[src/rtl/gcd_controller.sv]
// Control FSM for the subtractive GCD datapath: sequences operand loads over the
// shared bus, steers the subtractor, and reports done/err with an iteration limit.
module gcd_controller #(
  parameter int unsigned ITER_W   = 16,
  parameter int unsigned MAX_ITER = 65535
) (
  input  logic              clk,
  input  logic              rst,
  input  logic              start,
  input  logic              gt,
  input  logic              lt,
  input  logic              eq,
  output logic              lda,
  output logic              ldb,
  output logic              sel1,
  output logic              sel2,
  output logic              sel_in,
  output logic              busy,
  output logic              done,
  output logic              err,
  output logic [ITER_W-1:0] iter_count
);

  typedef enum logic [2:0] {
    S_IDLE,
    S_LOAD_A,
    S_LOAD_B,
    S_CMP,
    S_SUB_A,
    S_SUB_B,
    S_DONE,
    S_ERR
  } state_t;

  localparam logic [ITER_W-1:0] ITER_LIMIT = ITER_W'(MAX_ITER);

  typedef struct packed {
    logic lda;
    logic ldb;
    logic sel1;
    logic sel2;
    logic sel_in;
    logic busy;
    logic done;
    logic err;
  } ctrl_t;

  state_t            state;
  state_t            state_nxt;
  logic [ITER_W-1:0] iter_nxt;
  ctrl_t             ctrl_nxt;

  // Outputs are registered copies of the decode of the next state, so they
  // remain a pure function of the state register while being glitch-free.
  function automatic ctrl_t decode(input state_t s);
    ctrl_t c;
    c = '0;
    case (s)
      S_LOAD_A: begin
        c.sel_in = 1'b1;
        c.lda    = 1'b1;
        c.busy   = 1'b1;
      end
      S_LOAD_B: begin
        c.sel_in = 1'b1;
        c.ldb    = 1'b1;
        c.busy   = 1'b1;
      end
      S_CMP: c.busy = 1'b1;
      S_SUB_A: begin
        c.sel1 = 1'b0;
        c.sel2 = 1'b1;
        c.lda  = 1'b1;
        c.busy = 1'b1;
      end
      S_SUB_B: begin
        c.sel1 = 1'b1;
        c.sel2 = 1'b0;
        c.ldb  = 1'b1;
        c.busy = 1'b1;
      end
      S_DONE:  c.done = 1'b1;
      S_ERR:   c.err  = 1'b1;
      default: c = '0;
    endcase
    return c;
  endfunction

  always_comb begin
    state_nxt = state;
    iter_nxt  = iter_count;
    case (state)
      S_IDLE, S_DONE, S_ERR: begin
        if (start) begin
          state_nxt = S_LOAD_A;
          iter_nxt  = '0;
        end
      end
      S_LOAD_A: state_nxt = S_LOAD_B;
      S_LOAD_B: state_nxt = S_CMP;
      S_CMP: begin
        // Limit check sits between eq and gt/lt so a finished result still wins
        // at the limit, and the counter can never step past MAX_ITER.
        if (eq)                         state_nxt = S_DONE;
        else if (iter_count == ITER_LIMIT) state_nxt = S_ERR;
        else if (gt)                    state_nxt = S_SUB_A;
        else if (lt)                    state_nxt = S_SUB_B;
        else                            state_nxt = S_ERR;
      end
      S_SUB_A, S_SUB_B: begin
        state_nxt = S_CMP;
        iter_nxt  = iter_count + ITER_W'(1);
      end
      default: state_nxt = S_IDLE;
    endcase
  end

  assign ctrl_nxt = decode(state_nxt);

  always_ff @(posedge clk or posedge rst) begin
    if (rst) begin
      state      <= S_IDLE;
      iter_count <= '0;
      lda        <= 1'b0;
      ldb        <= 1'b0;
      sel1       <= 1'b0;
      sel2       <= 1'b0;
      sel_in     <= 1'b0;
      busy       <= 1'b0;
      done       <= 1'b0;
      err        <= 1'b0;
    end else begin
      state      <= state_nxt;
      iter_count <= iter_nxt;
      lda        <= ctrl_nxt.lda;
      ldb        <= ctrl_nxt.ldb;
      sel1       <= ctrl_nxt.sel1;
      sel2       <= ctrl_nxt.sel2;
      sel_in     <= ctrl_nxt.sel_in;
      busy       <= ctrl_nxt.busy;
      done       <= ctrl_nxt.done;
      err        <= ctrl_nxt.err;
    end
  end

endmodule

[config.mk]
export PLATFORM = sky130hd
export DESIGN_NAME = gcd_controller
export DESIGN_NICKNAME = d
export VERILOG_FILES = /design/src/rtl/gcd_controller.sv
export SDC_FILE = /design/constraint.sdc
export NUM_CORES = 1
export LEC_CHECK = 0
export ABC_AREA = 1
export CORE_UTILIZATION = 45
export CTS_CLUSTER_DIAMETER = 80
export CTS_CLUSTER_SIZE = 24
export DETAILED_ROUTE_END_ITERATION = 12
export PLACE_DENSITY = 0.85
export SLEW_MARGIN = 20
export SYNTH_ARGS = -nofsm -noshare
export SYNTH_HDL_FRONTEND = slang
export SYNTH_SLANG_ARGS = --single-unit
[constraint.sdc]
create_clock -name clk -period 1.6 [get_ports clk]
set_clock_uncertainty 0.1 [all_clocks]
set_input_delay 0.48 -clock clk [delete_from_list [all_inputs] [get_ports clk]]
set_output_delay 0.48 -clock clk [all_outputs]
set_load 0.01 [all_outputs]
==> results_dict.tcl, run 1 <==
set metrics [dict create \
    rsz0062_at_grt "true" \
    drt_wl_total_mm 3.59 \
    grt.total_usage_pct 23.3 \
    post-place-ws_ns -0.262 \
    crit_cells 2 \
    whs_ns 0.354 \
    path_buf_inv 2 \
    fmax_ghz 0.636 \
    avgSynthCellArea_um2 8.15 \
    setup_violations 0 \
    finalPower_mw 3.06 \
    r2r_cells 11 \
    dp_hpwl_mm 2.40 \
    ir_drop_v 0.00114 \
    path_class "reg -> out" \
    cap_violations 0 \
    fin_ws_ns 0.0265 \
    crit_required_ns 1.02 \
    gp_congestion 0.876 \
    firstDrtPassIters 10 \
    critical_path.cell_chain "buf_4 -> clkbuf_2" \
    synth.distinct_cells 27 \
    multi_input_area_um2 709 \
    grt_overflow_total 0 \
    drc 1 \
    period_minus_slack_ns 1.57 \
    ant_nets 0 \
    tritoncts "yes" \
    finalHoldViolations 0 \
    arrival_ns 0.99 \
    ys_top_cells_by_area "dfrtp_1 (48%), nand2_1 (9.4%), nor2_1 (6.4%)" \
    fin_tns_setup_ns 0 \
    critical-path-top-delay-family "flip-flops" \
    synth-seq-cells 27 \
    wl_per_cell_um 13.4 \
    fin_crit_sh_pct 98.3 \
    final_cells 269 \
    io_pins 30 \
    synth_cells 172 \
    port_buffers 29 \
    p_per_area_nw_per_um2 1480 \
    drt_iter0_markers 90 \
    core_area_um2 2850 \
    cts_root_buf "clkbuf_4" \
    die_y_um 57.8 \
    outcome "finished, violations left" \
    diodes 0 \
    htree_levels 1 \
    start_util_pct 49.2 \
    layout.nets 246 \
    violations "DRC" \
    antenna_found_initial 0 \
    fillCellCount 228 \
    seq_area_um2 678 \
    die-area_um2 3340 \
    ys_warn_count 0 \
    cts_buffers 3 \
    tightest_slew_ns 0.287 \
    clk_pin_slew_ns 0.14 \
    cts.sinks 27 \
    area_growth_syn_to_layout_pct 47.0 \
    worst_path_largest_cell_delay_ns 0.41 \
    crit_path_top_delay_cell "dfrtp_1" \
    cts_buffer_depth 2 \
    synth_top_area_share_pct 48.2 \
    netlist_area_um2 1400 \
    clk_latency_ns 0.33 \
    placed_cells 247 \
    vias_per_cell 5.13 \
    hold_class "in -> async" \
    cp_max_fo 2 \
    relSlewSlack_pct 80.8 \
    drive_gt1_share_pct 33.2 \
    synth_nets 179 \
    grt_max_degree 28 \
    num_rows 19 \
    synth_top_area_cell "dfrtp_1" \
    vias 1379 \
    grt_pass1_wl_mm 5.93 \
    end_kind "output pin" \
    slew_violations 0 \
    grt_pass1_vias 1301 \
    dieWidth_um 57.8 \
    ys_seq_area_share_pct 48.2 \
    p_leak_nw 1.02 \
    cp-start-kind "flop" \
]
==> tightest hold or removal path, cell delays in order <==
cell and delay (ns):
clkdlybuf4s50_1 0.39, inv_1 0.09, buf_12 0.19
==> per-layer routing <==
layer  vias to the layer above  track usage (%)  share of wire (%)
li1                        690                -                  -
met1                       647             30.1                 41
met2                        38             39.2                 53
met3                         4             5.36                4.9
met4                         0             6.46               0.81
met5                         -                0                  0
==> layout by cell type, fill, tap and decap left out, drive strengths merged, types with 4 or more instances in the layout <==
master and count:
a21oi 6, nor2 28, clkdlybuf4s50 5, buf 34
nor3 4, clkbuf 13, dfrtp 27, xor2 6
clkdlybuf4s15 14, inv 22, nand4 4, o21ai 17
nand3 12, nand2 38
==> registers in the layout, indices dropped and copies added (netlist names) <==
| signal | flops |
|---|---|
| iter_count | 16 |
| ldb | 1 |
| lda | 1 |
| sel_in | 1 |
| err | 1 |
| sel2 | 1 |
| busy | 1 |
| sel1 | 1 |
| done | 1 |
| state | 3 |
==> power breakdown <==
part | switching [mW] | internal (mW) | leakage, nW
registers | 0.148 | 0.906 | 0.356
logic | 0.928 | 0.779 | 0.645
clock network | 0.202 | 0.0979 | 0.0150
total | 1.28 | 1.78 | 1.02
==> cells in the mapped netlist, drive strengths merged <==
library cell	instances
nor2	28
xor2	6
nand4	4
o21ai	17
nor3	4
nand2	38
o21bai	2
inv	23
clkinv	2
nand3b	1
o22ai	1
ha	1
nand3	12
dfrtp	27
a21oi	6
==> kinds of logic after synthesis <==
family,share of synthesized area [%]
adders and majority gates,0.892
buffers and inverters,6.96
and+or+nand+nor,28.6
xor gates and xnor gates,3.75
AOI/OAI and AO/OA,11.6
DFF,48.2
==> area by class of cell <==
| type | count | area share, % |
|---|---|---|
| Multi-Input combinational cell | 120 | 34.4 |
| Inverter | 25 | 4.92 |
| Tap cell | 31 | 1.88 |
| Sequential cell | 27 | 32.9 |
| Clock buffer | 4 | 1.27 |
| Timing Repair Buffer | 62 | 24.6 |
==> final timing paths <==
path	start	end	slack (ns)
worst min-delay path	rst	sel_in$_DFF_PP0_	0.35
worst max register to register	iter_count[1]$_DFFE_PP0P_	ldb$_DFF_PP0_	0.04
min in group clk	iter_count[0]$_DFFE_PP0P_	iter_count[0]$_DFFE_PP0P_	0.47
worst max-delay path	iter_count[1]$_DFFE_PP0P_	iter_count[1]	0.03
worst min register to register	iter_count[0]$_DFFE_PP0P_	iter_count[0]$_DFFE_PP0P_	0.47
max in group asynchronous	rst	iter_count[0]$_DFFE_PP0P_	0.88
==> timing repair <==
item,in CTS,in global routing
pin swaps,3,7
hold buffers,0,0
resized for setup,45,37
setup buffers,15,3
setup endpoints to repair,26,36
==> through the flow <==
step	instance area, um2	utilization [%]
after detailed placement	1860	65.3
after global placement	1860	65.3
after floorplan	1410	-
after global routing	2060	72.3
final	2060	72.3
after CTS	2010	70.5
No activity file was read; power rests on OpenSTA's default activity.
==> inputs of run 2 (changes only) <==
--- a/config.mk
+++ b/config.mk
@@ -6,6 +6,7 @@
 export NUM_CORES = 1
 export LEC_CHECK = 0
 export ABC_AREA = 1
+export CORE_MARGIN = 1.5
 export CORE_UTILIZATION = 45
 export CTS_CLUSTER_DIAMETER = 80
 export CTS_CLUSTER_SIZE = 24
==> run 2 against run 1 <==
The run ends with setup timing left. Register-to-register slack worse by 0.05 ns. Cell area unchanged. Via count up 2.8%. Count of clock-buffer cells in the layout down 1. Global-route usage down 0.17 points. Sequential share of layout area unchanged. Wire length up 4.1%. Non-clock buffer count up 4. Critical endpoint is now err$_DFF_PP0_. Largest cell class unchanged.
==> results_dict.tcl, run 2 (same netlist as run 1, synthesis figures left out) <==
set metrics [dict create \
    final_common_cell "buf_4" \
    vias_per_cell 5.15 \
    firstDrtPassIters 4 \
    tritoncts "yes" \
    drt_wl_total_mm 3.74 \
    design_area_um2 2060 \
    drt_iter0_markers 61 \
    p_leak_nw 1.02 \
    dp_hpwl_mm 2.44 \
    placed_cell_area_um2 1880 \
    diodes 0 \
    r2r-end "err$_DFF_PP0_" \
    period_minus_slack_ns 1.61 \
    cp-start-kind "flop" \
    cp-startpoint "iter_count[4]$_DFFE_PP0P_" \
    htree_levels 1 \
    gp_congestion 0.928 \
    placed_cells 251 \
    io_pins 30 \
    grt.total_usage_pct 23.1 \
    clkPwrFrac_pct 10.2 \
    reg2reg_slack_ns -0.01 \
    clk_latency_ns 0.33 \
    layout.nets 250 \
    rsz0062_at_grt "true" \
    core_area_um2 3000 \
    start_util_pct 46.7 \
    dieWidth_um 58.8 \
    fin_tns_setup_ns -0.0143 \
    end_kind "flop" \
    vias 1417 \
    drc 0 \
    finalPower_mw 3.04 \
    grt_overflow_total 0 \
    die_y_um 58.8 \
    post-place-ws_ns -0.257 \
    p_switching_mw 1.28 \
    r2r_cells 9 \
    reg2reg_from "iter_count[4]$_DFFE_PP0P_" \
    finalHoldViolations 0 \
    violations "setup timing" \
    wl_per_cell_um 13.6 \
    port_buffers 29 \
    num_rows 20 \
    grt_pass1_vias 1373 \
    top_register "iter_count" \
    p_seq_share_pct 34.6 \
    arrival_ns 1.79 \
    final_util_pct 68.7 \
    path_class "reg -> reg" \
    p_per_area_nw_per_um2 1470 \
    cts.sinks 27 \
    largest_reg_flops 16 \
    whs_ns 0.348 \
    antenna_found_initial 0 \
    fillCellCount 242 \
    fmax_ghz 0.621 \
    intPower_mw 1.76 \
    final_cell_mix "buf_4 (35), nand2_1 (31), dfrtp_1 (25)" \
    cts_root_buf "clkbuf_4" \
    final_cells 275 \
    crit_required_ns 1.78 \
    drive_gt1_share_pct 36.8 \
    die-area_um2 3460 \
    tightest_slew_ns 0.334 \
    cap_violations 0 \
    combPwrFrac_pct 55.2 \
    fin_crit_sh_pct 101 \
    cts_buffers 3 \
    slew_violations 0 \
    hold_class "in -> async" \
    cp_max_fo 7 \
    clk_pin_slew_ns 0.15 \
    fin_ws_ns -0.00952 \
    p_sw_share_pct 42.3 \
    ant_nets 0 \
    grt_max_degree 28 \
    cts_buffer_depth 2 \
    outcome "finished, violations left" \
    relSlewSlack_pct 77.6 \
    setup_violations 2 \
    grt_pass1_wl_mm 5.99 \
    ir_drop_v 0.000971 \
    reg_top3 "iter_count: 16 flops, state: 3 flops" \
    area_growth_syn_to_layout_pct 47.0 \
]
==> run 2: cell count changes in the layout (fill, tap and decap cells not counted) <==
cell and delta:
clkbuf_1 -1, nor2_1 -1, o21ai_1 -1, inv_1 +1
clkdlybuf4s15_1 -5, nor3_4 -1, o21ai_0 +1, buf_4 +5
nor2_2 +1, clkbuf_2 +5, buf_6 -1, nor3_2 +1
==> run 2: power groups by stage <==
stage	registers [mW]	logic (mW)	clock network, mW
2_1_floorplan	1.19	0.679	0
3_3_place_gp	1.08	1.47	0
3_5_place_dp	1.10	1.51	0
4_1_cts	1.04	1.62	0.320
5_1_grt	1.08	1.85	0.351
6_report	1.05	1.68	0.311
==> run 2: how the worst max path moves through the flow <==
stage,slack [ns],end,depth (start not counted)
4_1_cts,-0.003,ldb$_DFF_PP0_,11
5_1_grt,-0.09,ldb$_DFF_PP0_,10
3_3_place_gp,-0.20,iter_count[6]$_DFFE_PP0P_,6
6_report,-0.01,err$_DFF_PP0_,9
3_5_place_dp,-0.26,iter_count[6]$_DFFE_PP0P_,6
2_1_floorplan,0.02,ldb$_DFF_PP0_,10
==> run 2: worst max-delay path: stages, from the launching register on <==
cell and delay [ns]:
dfrtp_1 0.40, buf_4 0.13, nand2_1 0.11, nor2_4 0.19
nand2_4 0.09, o21ai_1 0.17, nand2_1 0.11, nand2_4 0.11
nand2_1 0.06, nor2_1 0.08
==> run 2: what timing repair did <==
| action | 4_1_cts | 5_1_grt |
|---|---|---|
| setup buffers | 17 | 3 |
| setup endpoints to repair | 27 | 38 |
| hold buffers | 0 | 0 |
| pin swaps | 5 | 4 |
| gates resized for setup | 49 | 35 |
==> run 2: area by class of cell <==
class                           instances  area, um2  share of cell area [%]
Multi-Input combinational cell        120        706                    34.2
Clock buffer                            3       22.5                    1.09
Timing Repair Buffer                   66        509                    24.7
Sequential cell                        27        678                    32.9
Tap cell                               33       41.3                    2.00
Clock inverter                          1       7.51                   0.364
Inverter                               25       97.6                    4.73
==> run 2: metal layers <==
metal / part of all wire [%] / GRT usage, % / vias to the layer above
met5: 0 / 0 / -
met4: 2.3 / 8.44 / 0
met3: 4.8 / 3.52 / 10
met2: 54 / 41.6 / 43
met1: 39 / 27.7 / 674
li1: - / - / 690
==> inputs of run 3 (changes only) <==
--- a/config.mk
+++ b/config.mk
@@ -5,7 +5,6 @@
 export SDC_FILE = /design/constraint.sdc
 export NUM_CORES = 1
 export LEC_CHECK = 0
-export ABC_AREA = 1
 export CORE_MARGIN = 1.5
 export CORE_UTILIZATION = 45
 export CTS_CLUSTER_DIAMETER = 80
==> run 3 against run 2 <==
The run still ends with setup timing left. Global-route usage is 5.4 points higher. Combinational power is 7% lower. Sequential cell count stayed put. Largest cell class unchanged. Highest routed layer unchanged.
==> results_dict.tcl, run 3 <==
set metrics [dict create \
    gp_congestion 0.881 \
    cts.sinks 27 \
    cp-startpoint "iter_count[1]$_DFFE_PP0P_" \
    tightest_slew_ns 0.321 \
    final_cell_mix "buf_4 (41), dfrtp_1 (26), buf_6 (21)" \
    drt_iter0_markers 130 \
    final_util_pct 81.4 \
    top_register "iter_count" \
    dp_hpwl_mm 2.66 \
    multi_input_area_um2 892 \
    path_buf_inv 1 \
    grt_max_degree 28 \
    outcome "finished, violations left" \
    combPwrFrac_pct 56.1 \
    layout.nets 240 \
    p_leak_nw 1.10 \
    synth_edf_count 0 \
    fin_ws_ns -0.140 \
    avgSynthCellArea_um2 9.54 \
    end_kind "flop" \
    wl_per_cell_um 18.5 \
    finalPower_mw 2.77 \
    final_common_cell "buf_4" \
    p_sw_share_pct 40.7 \
    crit_required_ns 1.80 \
    clk_latency_ns 0.35 \
    synth.most_common_cell "dfrtp_1" \
    cp-start-kind "flop" \
    reg2reg_slack_ns -0.14 \
    clkPwrFrac_pct 11.7 \
    die_y_um 59.0 \
    fmax_ghz 0.575 \
    r2r_cells 5 \
    cap_violations 0 \
    cp_max_fo 7 \
    io_pins 30 \
    synthTopCellsByCount "dfrtp_1 (27), a21oi_1 (11), o21ai_0 (11), nand2_1 (10), nor2_1 (9)" \
    grt.total_usage_pct 28.5 \
    tritoncts "yes" \
    seq_area_um2 677 \
    p_seq_share_pct 32.2 \
    cts_buffer_depth 2 \
    drt_wl_total_mm 5.10 \
    diodes 0 \
    path_class "reg -> reg" \
    slew_violations 0 \
    cts-hold-fix-buffers 0 \
    finalHoldViolations 0 \
    clk_pin_slew_ns 0.16 \
    critical-path-top-delay-family "simple AND/OR/NAND/NOR gates" \
    grt_pass1_vias 1588 \
    relSlewSlack_pct 78.4 \
    largest_reg_flops 16 \
    p_per_area_nw_per_um2 1130 \
    critical_path.cell_chain "buf_6 -> and3_4 -> nand3_4 -> or4_1 -> a21oi_1" \
    arrival_ns 1.94 \
    area_growth_syn_to_layout_pct 74.4 \
    synth-seq-cells 27 \
    period_minus_slack_ns 1.74 \
    violations "setup timing" \
    reg_top3 "iter_count: 16 flops, state: 3 flops" \
    fillCellCount 181 \
    ys_top_cells_by_area "dfrtp_1 (48%), a21oi_1 (3.9%), o21ai_0 (3.9%)" \
    fin_crit_sh_pct 109 \
    ant_nets 0 \
    drive_gt1_share_pct 51.3 \
    port_buffers 29 \
    dieWidth_um 59.0 \
    antenna_found_initial 0 \
    synth_top_area_share_pct 47.8 \
    r2r-end "iter_count[11]$_DFFE_PP0P_" \
    synth.distinct_cells 39 \
    ys.flop_type "dfrtp_1" \
    setup_violations 14 \
    cts_root_buf "clkbuf_4" \
    reg2reg_from "iter_count[1]$_DFFE_PP0P_" \
    cts_buffers 3 \
    synth_top_area_cell "dfrtp_1" \
    grt_pass1_wl_mm 7.56 \
    die-area_um2 3480 \
    vias_per_cell 5.80 \
    firstDrtPassIters 4 \
    crit_path_top_delay_cell "or4_1" \
    p_switching_mw 1.13 \
    synth_cells 148 \
    num_rows 20 \
    rsz0062_at_grt "true" \
    netlist_area_um2 1410 \
    start_util_pct 46.7 \
    grt_overflow_total 0 \
    synth_nets 155 \
    hold_class "in -> async" \
    ys_seq_area_share_pct 47.8 \
    vias 1601 \
    ir_drop_v 0.000544 \
    core_area_um2 3030 \
    drc 0 \
    htree_levels 1 \
    ys_warn_count 0 \
    intPower_mw 1.65 \
    worst_path_largest_cell_delay_ns 0.53 \
    async_flop_share_pct 100 \
]
[run 3: layout make-up]
cell class,count,area share [%]
sequential,27,27.5
inverter,5,0.762
clock buffer,4,1.07
tap,44,2.23
multi-input combinational,108,36.2
timing repair buffer,88,32.2
[run 3: worst max path at each step]
stage               cells past startpoint                    endpoint  slack [ns]
detailed placement                      6   iter_count[6]$_DFFE_PP0P_       -0.66
CTS                                     2               iter_count[4]       -0.08
global route                            5  iter_count[11]$_DFFE_PP0P_       -0.18
global placement                        6   iter_count[6]$_DFFE_PP0P_       -0.61
finish                                  5  iter_count[11]$_DFFE_PP0P_       -0.14
floorplan                               5              done$_DFF_PP0_     -0.0004
[run 3: power groups by stage]
| stage | sequential (mW) | combinational [mW] | clock, mW |
|---|---|---|---|
| after floorplan | 0.922 | 0.573 | 0 |
| after global placement | 0.881 | 1.10 | 0 |
| after detailed placement | 0.888 | 1.15 | 0 |
| after CTS | 0.869 | 1.37 | 0.301 |
| after global routing | 0.909 | 1.66 | 0.356 |
| final | 0.892 | 1.56 | 0.325 |
[run 3: cells by family (layout without fill, tap and decap cells)]
kind of cell | Yosys count | count (layout) | synth area share [%]
adders and majority gates | 1 | 1 | 0.886
AOI/OAI and AO/OA | 47 | 47 | 20.7
muxes | 3 | 3 | 2.13
DFF | 27 | 27 | 47.8
and+or+nand+nor | 57 | 57 | 23.8
buffers and inverters | 13 | 97 | 4.61
[run 3: stage by stage]
stage	area [um2]	setup slack (ns)	hold WS (ns)	cells	setup TNS (ns)
after floorplan	1430	-0.000361	0.431	148	-0.000361
after global placement	1970	-0.613	0.413	243	-8.90
after detailed placement	1970	-0.664	0.423	243	-10.00
after CTS	2310	-0.0781	0.369	273	-0.316
after global routing	2460	-0.179	0.354	276	-1.92
final	2460	-0.140	0.339	276	-0.861
[run 3: metal layers]
| metal | vias to the layer above | track usage (%) | part of all wire (%) |
|---|---|---|---|
| met4 | 0 | 10.4 | 2.9 |
| li1 | 723 | - | - |
| met1 | 789 | 34.9 | 39 |
| met2 | 72 | 50.5 | 53 |
| met5 | - | 0 | 0 |
| met3 | 17 | 4.59 | 5.1 |
[run 3: timing repair]
action	CTS	global route
pin swaps	16	16
buffers inserted	27	5
setup endpoints to repair	46	47
cloned	1	0
resized for setup	78	65
[run 3: worst register-to-register path, stage by stage (launching register included)]
cell,delay [ns]
dfrtp_1,0.44
buf_6,0.14
and3_4,0.20
nand3_4,0.13
or4_1,0.53
a21oi_1,0.15
